$ cat src/rtl/sprite_motion_sched.sv
// Frame-synchronous sprite motion scheduler and beam priority resolver.
// Sprites are updated one at a time in blanking; the lowest-index covering sprite is reported per pixel.
module sprite_motion_sched #(
   parameter int unsigned CORDW    = 10,
   parameter int unsigned N_SPR    = 4,
   parameter int unsigned IDW      = $clog2(N_SPR),
   parameter int unsigned H_RES    = 640,
   parameter int unsigned V_RES    = 480,
   parameter int unsigned SPR_SIZE = 32
) (
   input  logic             clk_pix,
   input  logic             rst_n,
   input  logic             frame_start,
   input  logic [CORDW-1:0] sx,
   input  logic [CORDW-1:0] sy,
   input  logic             de,
   input  logic             cfg_we,
   input  logic [IDW-1:0]   cfg_id,
   input  logic             cfg_en,
   input  logic [CORDW-1:0] cfg_x,
   input  logic [CORDW-1:0] cfg_y,
   input  logic [3:0]       cfg_dx,
   input  logic [3:0]       cfg_dy,
   output logic             busy,
   output logic             upd_done,
   output logic             cfg_drop,
   output logic             overrun,
   output logic             hit,
   output logic [IDW-1:0]   hit_id
);

   localparam logic signed [CORDW+1:0] X_MAX = (CORDW+2)'(H_RES - SPR_SIZE);
   localparam logic signed [CORDW+1:0] Y_MAX = (CORDW+2)'(V_RES - SPR_SIZE);
   localparam logic [CORDW:0]          SIZE_W = (CORDW+1)'(SPR_SIZE);
   localparam logic [IDW-1:0]          LAST   = IDW'(N_SPR - 1);

   typedef enum logic [1:0] {IDLE, RD, WR, DONE} state_t;

   state_t                 state;
   logic [IDW-1:0]         idx;

   logic                   spr_en [N_SPR];
   logic [CORDW-1:0]       spr_x  [N_SPR];
   logic [CORDW-1:0]       spr_y  [N_SPR];
   logic signed [3:0]      spr_dx [N_SPR];
   logic signed [3:0]      spr_dy [N_SPR];

   logic                   w_en;
   logic [CORDW-1:0]       w_x, w_y;
   logic signed [3:0]      w_dx, w_dy;

   logic [CORDW+3:0]       upd_xv, upd_yv;
   logic                   hit_c;
   logic [IDW-1:0]         hit_id_c;

   // Velocity reversal; -8 has no positive twin in 4 bits so it saturates to +7.
   function automatic logic signed [3:0] neg_vel(input logic signed [3:0] v);
      return (v == 4'sb1000) ? 4'sb0111 : -v;
   endfunction

   // Returns {velocity, position} after one frame of motion with edge bounce.
   function automatic logic [CORDW+3:0] bounce(input logic [CORDW-1:0]        p,
                                               input logic signed [3:0]       v,
                                               input logic signed [CORDW+1:0] lim);
      logic signed [CORDW+1:0] n;
      n = $signed({2'b00, p}) + (CORDW+2)'(v);
      if (n[CORDW+1])
         return {neg_vel(v), CORDW'(0)};
      else if (n > lim)
         return {neg_vel(v), lim[CORDW-1:0]};
      return {v, n[CORDW-1:0]};
   endfunction

   always_comb begin
      upd_xv = bounce(w_x, w_dx, X_MAX);
      upd_yv = bounce(w_y, w_dy, Y_MAX);
   end

   // Priority cover test: first enabled sprite under the beam wins.
   always_comb begin
      hit_c    = 1'b0;
      hit_id_c = '0;
      for (int i = 0; i < int'(N_SPR); i++) begin
         if (!hit_c && de && spr_en[i] &&
             sx >= spr_x[i] && {1'b0, sx} < {1'b0, spr_x[i]} + SIZE_W &&
             sy >= spr_y[i] && {1'b0, sy} < {1'b0, spr_y[i]} + SIZE_W) begin
            hit_c    = 1'b1;
            hit_id_c = IDW'(i);
         end
      end
   end

   always_ff @(posedge clk_pix) begin
      if (!rst_n) begin
         state    <= IDLE;
         idx      <= '0;
         busy     <= 1'b0;
         upd_done <= 1'b0;
         cfg_drop <= 1'b0;
         overrun  <= 1'b0;
         hit      <= 1'b0;
         hit_id   <= '0;
         w_en     <= 1'b0;
         w_x      <= '0;
         w_y      <= '0;
         w_dx     <= '0;
         w_dy     <= '0;
         for (int i = 0; i < int'(N_SPR); i++) begin
            spr_en[i] <= 1'b0;
            spr_x[i]  <= '0;
            spr_y[i]  <= '0;
            spr_dx[i] <= '0;
            spr_dy[i] <= '0;
         end
      end else begin
         upd_done <= 1'b0;
         cfg_drop <= cfg_we && busy;
         overrun  <= frame_start && busy;
         hit      <= hit_c;
         hit_id   <= hit_id_c;
         case (state)
            IDLE: begin
               if (cfg_we) begin
                  spr_en[cfg_id] <= cfg_en;
                  spr_x[cfg_id]  <= cfg_x;
                  spr_y[cfg_id]  <= cfg_y;
                  spr_dx[cfg_id] <= $signed(cfg_dx);
                  spr_dy[cfg_id] <= $signed(cfg_dy);
               end
               if (frame_start) begin
                  idx   <= '0;
                  busy  <= 1'b1;
                  state <= RD;
               end
            end
            RD: begin
               w_en  <= spr_en[idx];
               w_x   <= spr_x[idx];
               w_y   <= spr_y[idx];
               w_dx  <= spr_dx[idx];
               w_dy  <= spr_dy[idx];
               state <= WR;
            end
            WR: begin
               spr_x[idx]  <= w_en ? upd_xv[CORDW-1:0] : w_x;
               spr_dx[idx] <= w_en ? $signed(upd_xv[CORDW+3:CORDW]) : w_dx;
               spr_y[idx]  <= w_en ? upd_yv[CORDW-1:0] : w_y;
               spr_dy[idx] <= w_en ? $signed(upd_yv[CORDW+3:CORDW]) : w_dy;
               if (idx == LAST) begin
                  upd_done <= 1'b1;
                  state    <= DONE;
               end else begin
                  idx   <= idx + IDW'(1);
                  state <= RD;
               end
            end
            DONE: begin
               busy  <= 1'b0;
               state <= IDLE;
            end
            default: state <= IDLE;
         endcase
      end
   end

endmodule

$ cat config.mk
export PLATFORM = sky130hd
export DESIGN_NAME = sprite_motion_sched
export DESIGN_NICKNAME = d
export VERILOG_FILES = /design/src/rtl/sprite_motion_sched.sv
export SDC_FILE = /design/constraint.sdc
export NUM_CORES = 1
export LEC_CHECK = 0
export ABC_CLOCK_PERIOD_IN_PS = 4200
export BUFFER_PORTS_ARGS = -buffer_cell sky130_fd_sc_hd__buf_2
export CAP_MARGIN = 20
export CELL_PAD_IN_SITES_DETAIL_PLACEMENT = 0
export CELL_PAD_IN_SITES_GLOBAL_PLACEMENT = 1
export CORE_MARGIN = 2
export CORE_UTILIZATION = 40
export CTS_CLUSTER_SIZE = 8
export DETAILED_ROUTE_END_ITERATION = 16
export GPL_TIMING_DRIVEN = 0
export PLACE_DENSITY_LB_ADDON = 0.1
export REMOVE_ABC_BUFFERS = 1
export SKIP_CTS_REPAIR_TIMING = 1
export SYNTH_ARGS = -nofsm -noshare
export SYNTH_HDL_FRONTEND = slang
export SYNTH_SLANG_ARGS = --single-unit
$ cat constraint.sdc
create_clock -name clk_pix -period 4.2 [get_ports clk_pix]
set_input_delay 0.42 -clock clk_pix [delete_from_list [all_inputs] [get_ports clk_pix]]
set_output_delay 0.42 -clock clk_pix [all_outputs]
set_load 0.05 [all_outputs]
==> results.sh, run 1 <==
export IMPL_outcome="completed"
export IMPL_fp_dieH_um=175
export IMPL_cp_required_ns=4.35
export IMPL_power_switching_mw=1.18
export IMPL_start_util_pct=40.5
export IMPL_cts_sinks=156
export IMPL_cts_inserted_buffers=17
export IMPL_dieArea_sq_um=30500
export IMPL_route_detailed_vias_per_inst=5.58
export IMPL_diodes=0
export IMPL_arrival_ns=4.08
export IMPL_drt_first_pass_iters=5
export IMPL_synth_fa_ha_area_share_pct=16.8
export IMPL_hold_ws_ns=0.221
export IMPL_pwr_share_clk_pct=38.1
export IMPL_synth_edf_count=113
export IMPL_clock_latency_ns=0.43
export IMPL_ys_seq_area_share_pct=36.6
export IMPL_hold_path_class="in2reg"
export IMPL_crit_start="w_dy[0]"
export IMPL_fin_ws_ns=0.267
export IMPL_antenna_found_initial=0
export IMPL_setup_violations=0
export IMPL_power_density_nw_per_um2=317
export IMPL_peakVddDrop_uv=244
export IMPL_finalCriticalPeriod_ns=3.93
export IMPL_cts_max_path_buffers=2
export IMPL_place_gp_congestion=0.827
export IMPL_synth_compound_gate_area_share_pct=18.1
export IMPL_r2r_cells=11
export IMPL_startpoint_type="flip-flop"
export IMPL_first_iter_violations=630
export IMPL_ant_nets=0
export IMPL_p_leak_nw=5.47
export IMPL_rows=62
export IMPL_area_growth_pct=13.0
export IMPL_root_buffer="clkbuf_16"
export IMPL_synth_top_family_by_area="compound AO/OA/AOI/OAI gates"
export IMPL_ys_flop_type="edfxtp_1"
export IMPL_ctsHtreeMaxLevel=4
export IMPL_synth_top_area_share_pct=29.2
export IMPL_yosys_warnings=0
export IMPL_detailed_place_hpwl_um=24600
export IMPL_worstMarginPinSlew_ns=1.11
export IMPL_grt_pass1_wl_um=51800
export IMPL_port_buffers=62
export IMPL_synthCells=1208
export IMPL_synth_most_common_cell="ha_1"
export IMPL_maxCapViolations=0
export IMPL_post_synth_top_area_cell="edfxtp_1"
export IMPL_num_vias=9272
export IMPL_crit_fanout=8
export IMPL_io_pins=63
export IMPL_coreArea_sq_um=28700
export IMPL_finClkSkew_ns=0.00778
export IMPL_switching_share_pct=28.3
export IMPL_cts_tree="built"
export IMPL_clk_pin_slew_ns=0.06
export IMPL_grt_pass1_vias=9149
export IMPL_drive_gt1_share_pct=12.8
export IMPL_fillerInstances=2864
export IMPL_p_seq_share_pct=43.8
export IMPL_synthArstFlopShare_pct=0
export IMPL_synth_simple_area_share_pct=14.5
export IMPL_syn_area_sq_um=11600
export IMPL_overflow=0
export IMPL_seq_area_sq_um=4260
export IMPL_ys_ff_latch=156
export IMPL_layout_nets=1477
export IMPL_cp_end_kind="flip-flop"
export IMPL_period_share_pct=93.6
export IMPL_hold_viol_final=0
export IMPL_hold_end="spr_en[0]"
export IMPL_synthTopCellsByArea="edfxtp_1, ha_1, dfxtp_1"
export IMPL_rsz0062_at_grt="no"
export IMPL_avgSynthCellArea_sq_um=9.63
export IMPL_regToRegSetupSlack_ns=0.27
export IMPL_grt_max_degree=39
export IMPL_muxShareOfSynthArea_pct=5.87
export IMPL_finalPower_mw=4.17
export IMPL_drc=0
export IMPL_rr_endpoint="spr_y[2][0]"
export IMPL_p_comb_share_pct=18.1
export IMPL_synth_xor_area_share_pct=2.63
export IMPL_multi_input_area_sq_um=6790
export IMPL_die_x_um=175
export IMPL_synth_cell_types=85
export IMPL_fin_util_pct=45.8
export IMPL_relSlewSlack_pct=25.4
export IMPL_synth_common_cells="ha_1, inv_1, edfxtp_1"
export IMPL_wl_per_cell_um=19.7
export IMPL_grt_usage_pct=22.2
export IMPL_fmax_mhz=254
export IMPL_post_place_ws_ns=0.0396
export IMPL_timing_rr_start="w_dy[0]"
export IMPL_wl_um=32800
export IMPL_hold_path_startpoint="cfg_en"
export IMPL_slew_violations=0
export IMPL_internal_power_mw=2.99
export IMPL_path_class="reg2reg"
export IMPL_holdPathStages=3
-- cells in the final DEF, fill, tap and decap left out, types with 34 or more instances in the layout --
cell type	count
ha_1	153
inv_1	134
edfxtp_1	113
nand2_1	106
nor2_1	104
a21oi_1	91
buf_2	62
o21ai_0	56
dfxtp_1	41
nand3_1	34
-- metal layers --
| layer | vias to the layer above | global-route usage, % | part of all wire [%] |
|---|---|---|---|
| met1 | 4521 | 31.7 | 50 |
| met3 | 22 | 3.37 | 3.5 |
| met4 | 0 | 5.00 | 1.1 |
| met2 | 174 | 35.7 | 46 |
| met5 | - | 0 | 0 |
| li1 | 4555 | - | - |
-- per-stage QoR --
step | cells | area (sq um) | setup TNS, ns
2_1_floorplan | 1174 | 11500 | 0
3_3_place_gp | 1620 | 12300 | -457.73
3_5_place_dp | 1631 | 12600 | 0
4_1_cts | 1663 | 13200 | 0
5_1_grt | 1663 | 13200 | 0
6_report | 1663 | 13200 | 0
-- registers in the layout (all words and copies together), names as in the netlist --
register / cells
spr_x: 40
spr_y: 40
spr_dx: 16
spr_dy: 16
w_x: 10
w_y: 10
spr_en: 4
w_dx: 4
w_dy: 4
hit_id: 2
idx: 2
state: 2
busy: 1
cfg_drop: 1
hit: 1
overrun: 1
upd_done: 1
w_en: 1
-- power groups by stage --
stage / logic [mW] / registers [mW] / clock network [mW]
2_1_floorplan: 0.494 / 1.83 / 0
3_3_place_gp: 0.722 / 1.87 / 0
3_5_place_dp: 0.759 / 1.86 / 0
4_1_cts: 0.766 / 1.83 / 1.63
5_1_grt: 0.863 / 1.84 / 1.68
6_report: 0.756 / 1.83 / 1.59
-- layout make-up --
type	instances	area share (%)
clock buffers	22	3.38
clock inverters	10	1.08
inverters	135	3.85
multi-input cells	883	51.6
flip-flops and latches	156	32.4
well taps	384	3.65
repair buffers	73	4.02
-- worst max path at each step --
stage                         endpoint  slack [ns]  depth (start not counted)
final                      spr_y[2][0]        0.27                         11
after global routing       spr_y[2][0]        0.08                         11
after detailed placement   spr_y[1][0]        0.04                         10
after CTS                  spr_y[1][0]        0.37                         11
after global placement    spr_dy[2][1]       -3.59                          7
after floorplan           spr_dx[3][0]        0.18                          4
-- cell families (layout without fill, tap and decap cells) --
| family | Yosys count | in the layout |
|---|---|---|
| flip-flops | 156 | 156 |
| adder cells (fa/ha/maj) | 155 | 155 |
| XOR/XNOR | 35 | 35 |
| multiplexers | 32 | 32 |
| AO/OA/AOI/OAI | 307 | 307 |
| AND/OR/NAND/NOR | 354 | 354 |
| buffers and inverters | 169 | 240 |
-- worst max-delay path: stages, from the launching register on --
cell and delay (ns):
dfxtp_1 0.43, ha_1 0.25, inv_1 0.07, fa_1 0.38, nand2b_1 0.21, a211oi_2 0.41
o21ai_0 0.23, a311oi_1 0.30, a31oi_1 0.18, and3_1 0.35, a222oi_1 0.72, nor2_1 0.11
Note: power is estimated with default switching activity, not from simulation.
==> run 2, diff against run 1 <==
BUFFER_PORTS_ARGS = not set   (was -buffer_cell sky130_fd_sc_hd__buf_2)
DONT_BUFFER_PORTS = 1   (was not set)
==> results.sh, run 2 (same netlist as run 1, synthesis figures left out) <==
export IMPL_outcome="completed"
export IMPL_cp_slowest_stage_delay_ns=0.73
export IMPL_grt_usage_pct=21.9
export IMPL_fmax_mhz=263
export IMPL_p_leak_nw=5.20
export IMPL_hold_path_class="in2reg"
export IMPL_wl_um=32400
export IMPL_rows=62
export IMPL_setup_violations=0
export IMPL_fillerInstances=2864
export IMPL_clock_latency_ns=0.44
export IMPL_area_growth_pct=10.1
export IMPL_io_pins=63
export IMPL_relSlewSlack_pct=38.2
export IMPL_place_gp_congestion=0.823
export IMPL_post_dp_cell_area_sq_um=12300
export IMPL_overflow=0
export IMPL_drc=0
export IMPL_hold_end="state[1]"
export IMPL_wl_per_cell_um=20.2
export IMPL_maxCapViolations=0
export IMPL_grt_use_met3_pct=4.37
export IMPL_start_util_pct=40.5
export IMPL_detailed_place_hpwl_um=24800
export IMPL_slowest_stage="dfxtp_1"
export IMPL_hold_path_startpoint="rst_n"
export IMPL_period_share_pct=90.5
export IMPL_path_cells="ha_1, o21a_1, o211ai_1, o2bb2ai_1, o21ai_0, or2_4, a221oi_4, a222oi_1, nor2_1"
export IMPL_regToRegSetupSlack_ns=0.40
export IMPL_crit_family="compound AO/OA/AOI/OAI gates"
export IMPL_cp_end_kind="flip-flop"
export IMPL_mostFrequentLayoutCell="ha_1"
export IMPL_cp_required_ns=4.35
export IMPL_fp_dieH_um=175
export IMPL_power_density_nw_per_um2=314
export IMPL_ctsHtreeMaxLevel=4
export IMPL_fin_setup_tns_ns=0
export IMPL_first_iter_violations=611
export IMPL_rsz0062_at_grt="no"
export IMPL_grt_busiest_layer="met2"
export IMPL_port_buffers=0
export IMPL_coreArea_sq_um=28700
export IMPL_route_detailed_vias_per_inst=5.58
export IMPL_path_class="reg2reg"
export IMPL_cts_tree="built"
export IMPL_hold_viol_final=0
export IMPL_clk_pin_slew_ns=0.06
export IMPL_timing_rr_start="w_dx[3]"
export IMPL_num_vias=8941
export IMPL_drive_gt1_share_pct=8.46
export IMPL_cts_sinks=156
export IMPL_cts_max_path_buffers=2
export IMPL_final_cell_mix="ha_1, inv_1, edfxtp_1"
export IMPL_path_buf_inv=0
export IMPL_finClkSkew_ns=0.0127
export IMPL_ant_nets=0
export IMPL_finalCriticalPeriod_ns=3.80
export IMPL_final_area_sq_um=12800
export IMPL_startpoint_type="flip-flop"
export IMPL_holdPathStages=1
export IMPL_antenna_found_initial=2
export IMPL_grt_max_degree=39
export IMPL_root_buffer="clkbuf_16"
export IMPL_rr_endpoint="spr_x[1][0]"
export IMPL_r2r_cells=9
export IMPL_grt_use_met2_pct=34.6
export IMPL_grt_pass1_vias=8951
export IMPL_cts_inserted_buffers=17
export IMPL_crit_fanout=15
export IMPL_worstMarginPinSlew_ns=0.924
export IMPL_slew_violations=0
export IMPL_drt_first_pass_iters=5
export IMPL_die_x_um=175
export IMPL_layout_nets=1416
export IMPL_fin_util_pct=44.6
export IMPL_largestRegisters="spr_x x40, spr_y x40"
export IMPL_use_met1_pct=30.7
export IMPL_peakVddDrop_uv=289
export IMPL_grt_pass1_wl_um=50800
export IMPL_arrival_ns=3.95
export IMPL_dieArea_sq_um=30500
[run 2: changes by cell type in the layout (fill, tap and decap cells not counted), moves of 2 or more]
cell / before / now
clkbuf_1: 5 / 2
clkinv_4: 0 / 2
buf_2: 62 / 1
clkinv_1: 0 / 3
bufinv_16: 3 / 1
[run 2: layer usage]
metal	part of all wire (%)	wire length, um
met1	49	15800
met2	45	14700
met3	4.3	1400
met4	1.5	475
met5	0.0062	2
[run 2: cell type report]
cell class                 count  area, sq um  area share (%)
multi-input combinational    883         6790            53.0
sequential                   156         4260            33.2
inverter                     135          507            3.95
tap                          384          480            3.75
clock buffer                  19          433            3.38
timing repair buffer          12          228            1.78
clock inverter                13          115           0.898
antenna                        1         2.50          0.0195
[run 2: worst max-delay path by stage]
stage / end / cells after the start / from / slack [ns]
after floorplan: spr_dx[3][0] / 4 / idx[1] / 0.18
after global placement: spr_dy[2][1] / 6 / rst_n / -3.41
after detailed placement: spr_dy[2][1] / 7 / rst_n / 0.46
after CTS: spr_x[1][0] / 11 / w_dx[0] / 0.44
after global routing: spr_x[1][3] / 11 / w_dx[0] / 0.15
final: spr_x[1][0] / 9 / w_dx[3] / 0.40
[run 2: power by group]
part | switching (mW) | leakage [nW] | total, mW | internal, mW
clock | 0.675 | 0.253 | 1.49 | 0.816
sequential | 0.0903 | 1.53 | 1.83 | 1.74
combinational | 0.401 | 3.42 | 0.693 | 0.291
total | 1.17 | 5.20 | 4.02 | 2.85
[run 2: per-stage QoR]
stage | hold slack (ns) | setup WS (ns) | std cells | power, mW
after floorplan | 0.453 | 0.179 | 1174 | 2.33
after global placement | 0.472 | -3.41 | 1558 | 2.54
after detailed placement | 0.475 | 0.464 | 1569 | 2.56
after CTS | 0.0903 | 0.442 | 1601 | 4.05
after global routing | 0.0839 | 0.155 | 1602 | 4.21
final | 0.105 | 0.400 | 1603 | 4.02
==> run 3, diff against run 2 <==
RECOVER_POWER = 25   (was not set)
SETUP_SLACK_MARGIN = 0.15   (was not set)
==> results.sh, run 3 (same netlist as run 1, synthesis figures left out) <==
export IMPL_drive_gt1_share_pct=7.80
export IMPL_final_cells=1603
export IMPL_cp_slowest_stage_delay_ns=1.11
export IMPL_start_util_pct=40.5
export IMPL_peakVddDrop_uv=294
export IMPL_outcome="finished with violations"
export IMPL_largestRegisters="spr_x x40, spr_y x40"
export IMPL_switching_share_pct=29.1
export IMPL_rows=62
export IMPL_hold_path_class="in2reg"
export IMPL_place_gp_congestion=0.823
export IMPL_violations="capacitance limit, slew limit"
export IMPL_cp_end_kind="flip-flop"
export IMPL_arrival_ns=3.76
export IMPL_internal_power_mw=2.85
export IMPL_fp_dieH_um=175
export IMPL_clk_pin_slew_ns=0.06
export IMPL_grt_usage_pct=21.9
export IMPL_finalCriticalPeriod_ns=3.79
export IMPL_maxCapViolations=2
export IMPL_grt_pass1_wl_um=50800
export IMPL_pwr_share_clk_pct=37.2
export IMPL_overflow=0
export IMPL_multi_input_area_sq_um=6790
export IMPL_num_vias=8945
export IMPL_mostFrequentLayoutCell="ha_1"
export IMPL_die_x_um=175
export IMPL_io_pins=63
export IMPL_period_share_pct=90.3
export IMPL_ctsHtreeMaxLevel=4
export IMPL_p_comb_share_pct=17.1
export IMPL_cts_max_path_buffers=2
export IMPL_post_place_ws_ns=0.464
export IMPL_cts_tree="built"
export IMPL_cp_required_ns=4.17
export IMPL_worstMarginPinSlew_ns=1.73
export IMPL_first_iter_violations=645
export IMPL_port_buffers=0
export IMPL_ant_nets=0
export IMPL_dp_cells=1569
export IMPL_seq_area_sq_um=4260
export IMPL_hold_viol_final=0
export IMPL_p_leak_nw=5.17
export IMPL_finClkSkew_ns=0.00759
export IMPL_cts_sinks=156
export IMPL_clock_latency_ns=0.44
export IMPL_root_buffer="clkbuf_16"
export IMPL_grt_max_degree=39
export IMPL_rsz0062_at_grt="no"
export IMPL_fin_util_pct=44.5
export IMPL_cp_common_cell="nor2_1"
export IMPL_fillerInstances=2870
export IMPL_detailed_place_hpwl_um=24800
export IMPL_startpoint_type="primary input"
export IMPL_area_growth_pct=9.68
export IMPL_cts_inserted_buffers=17
export IMPL_path_cells="inv_1, nor2_1, nand2_1, nor2_1, o22ai_4, buf_16, nand2_2"
export IMPL_layout_nets=1416
export IMPL_final_area_sq_um=12800
export IMPL_coreArea_sq_um=28700
export IMPL_wl_per_cell_um=20.1
export IMPL_relSlewSlack_pct=-15.5
export IMPL_route_detailed_vias_per_inst=5.58
export IMPL_drc=0
export IMPL_crit_fanout=38
export IMPL_wl_um=32300
export IMPL_slew_violations=62
export IMPL_path_class="in2reg"
export IMPL_finalPower_mw=4.01
export IMPL_drt_first_pass_iters=6
export IMPL_slowest_stage="inv_1"
export IMPL_grt_pass1_vias=8951
export IMPL_power_switching_mw=1.17
export IMPL_setup_violations=0
export IMPL_post_dp_cell_area_sq_um=12300
export IMPL_antenna_found_initial=2
export IMPL_dieArea_sq_um=30500
export IMPL_fmax_mhz=264
export IMPL_p_seq_share_pct=45.7
export IMPL_fin_ws_ns=0.408
export IMPL_power_density_nw_per_um2=315
export IMPL_final_cell_mix="ha_1, inv_1, edfxtp_1"
## run 3: changes by cell type in the layout (fill, tap and decap cells not counted), sizes merged
cell	delta
clkbuf	+5
buf	-5
## run 3: worst paths after layout
path	startpoint	to	slack, ns	cells after the start
worst min-delay path	rst_n	state[1]	0.10	1
worst max register to register	w_dx[0]	spr_x[1][0]	0.41	11
worst max-delay path	rst_n	spr_dy[2][1]	0.41	7
worst min register to register	w_y[8]	w_y[8]	0.48	2
## run 3: worst max-delay path: cells and delay by family
kind,cells,cell delay (ns)
and+or+nand+nor,4,1.51
AOI/OAI and AO/OA,1,0.45
buffers and inverters,2,1.35
## run 3: layout make-up
type	instances	share of cell area [%]
Multi-Input combinational cell	883	53.2
Sequential cell	156	33.3
Inverter	135	3.97
Tap cell	384	3.77
Clock buffer	19	3.39
Timing Repair Buffer	12	1.42
Clock inverter	13	0.902
Antenna cell	1	0.0196
## run 3: power groups by stage
stage	clock, mW	sequential (mW)	combinational, mW
6_report	1.49	1.83	0.686
5_1_grt	1.57	1.85	0.785
4_1_cts	1.52	1.83	0.701
3_5_place_dp	0	1.87	0.696
3_3_place_gp	0	1.88	0.661
2_1_floorplan	0	1.83	0.494
## run 3: per-stage QoR
step	hold WS, ns	setup TNS [ns]
after floorplan	0.453	0
after global placement	0.472	-410.50
after detailed placement	0.475	0
after CTS	0.0903	0
after global routing	0.0839	0
final	0.101	0
## run 3: routing by layer
metal | track usage [%] | wire (um) | up-vias | share of wire [%]
met1 | 30.7 | 15700 | 4313 | 49
met2 | 34.6 | 14700 | 140 | 46
met5 | 0 | 16 | - | 0.050
met4 | 5.73 | 514 | 2 | 1.6
li1 | - | - | 4455 | -
met3 | 4.37 | 1390 | 35 | 4.3
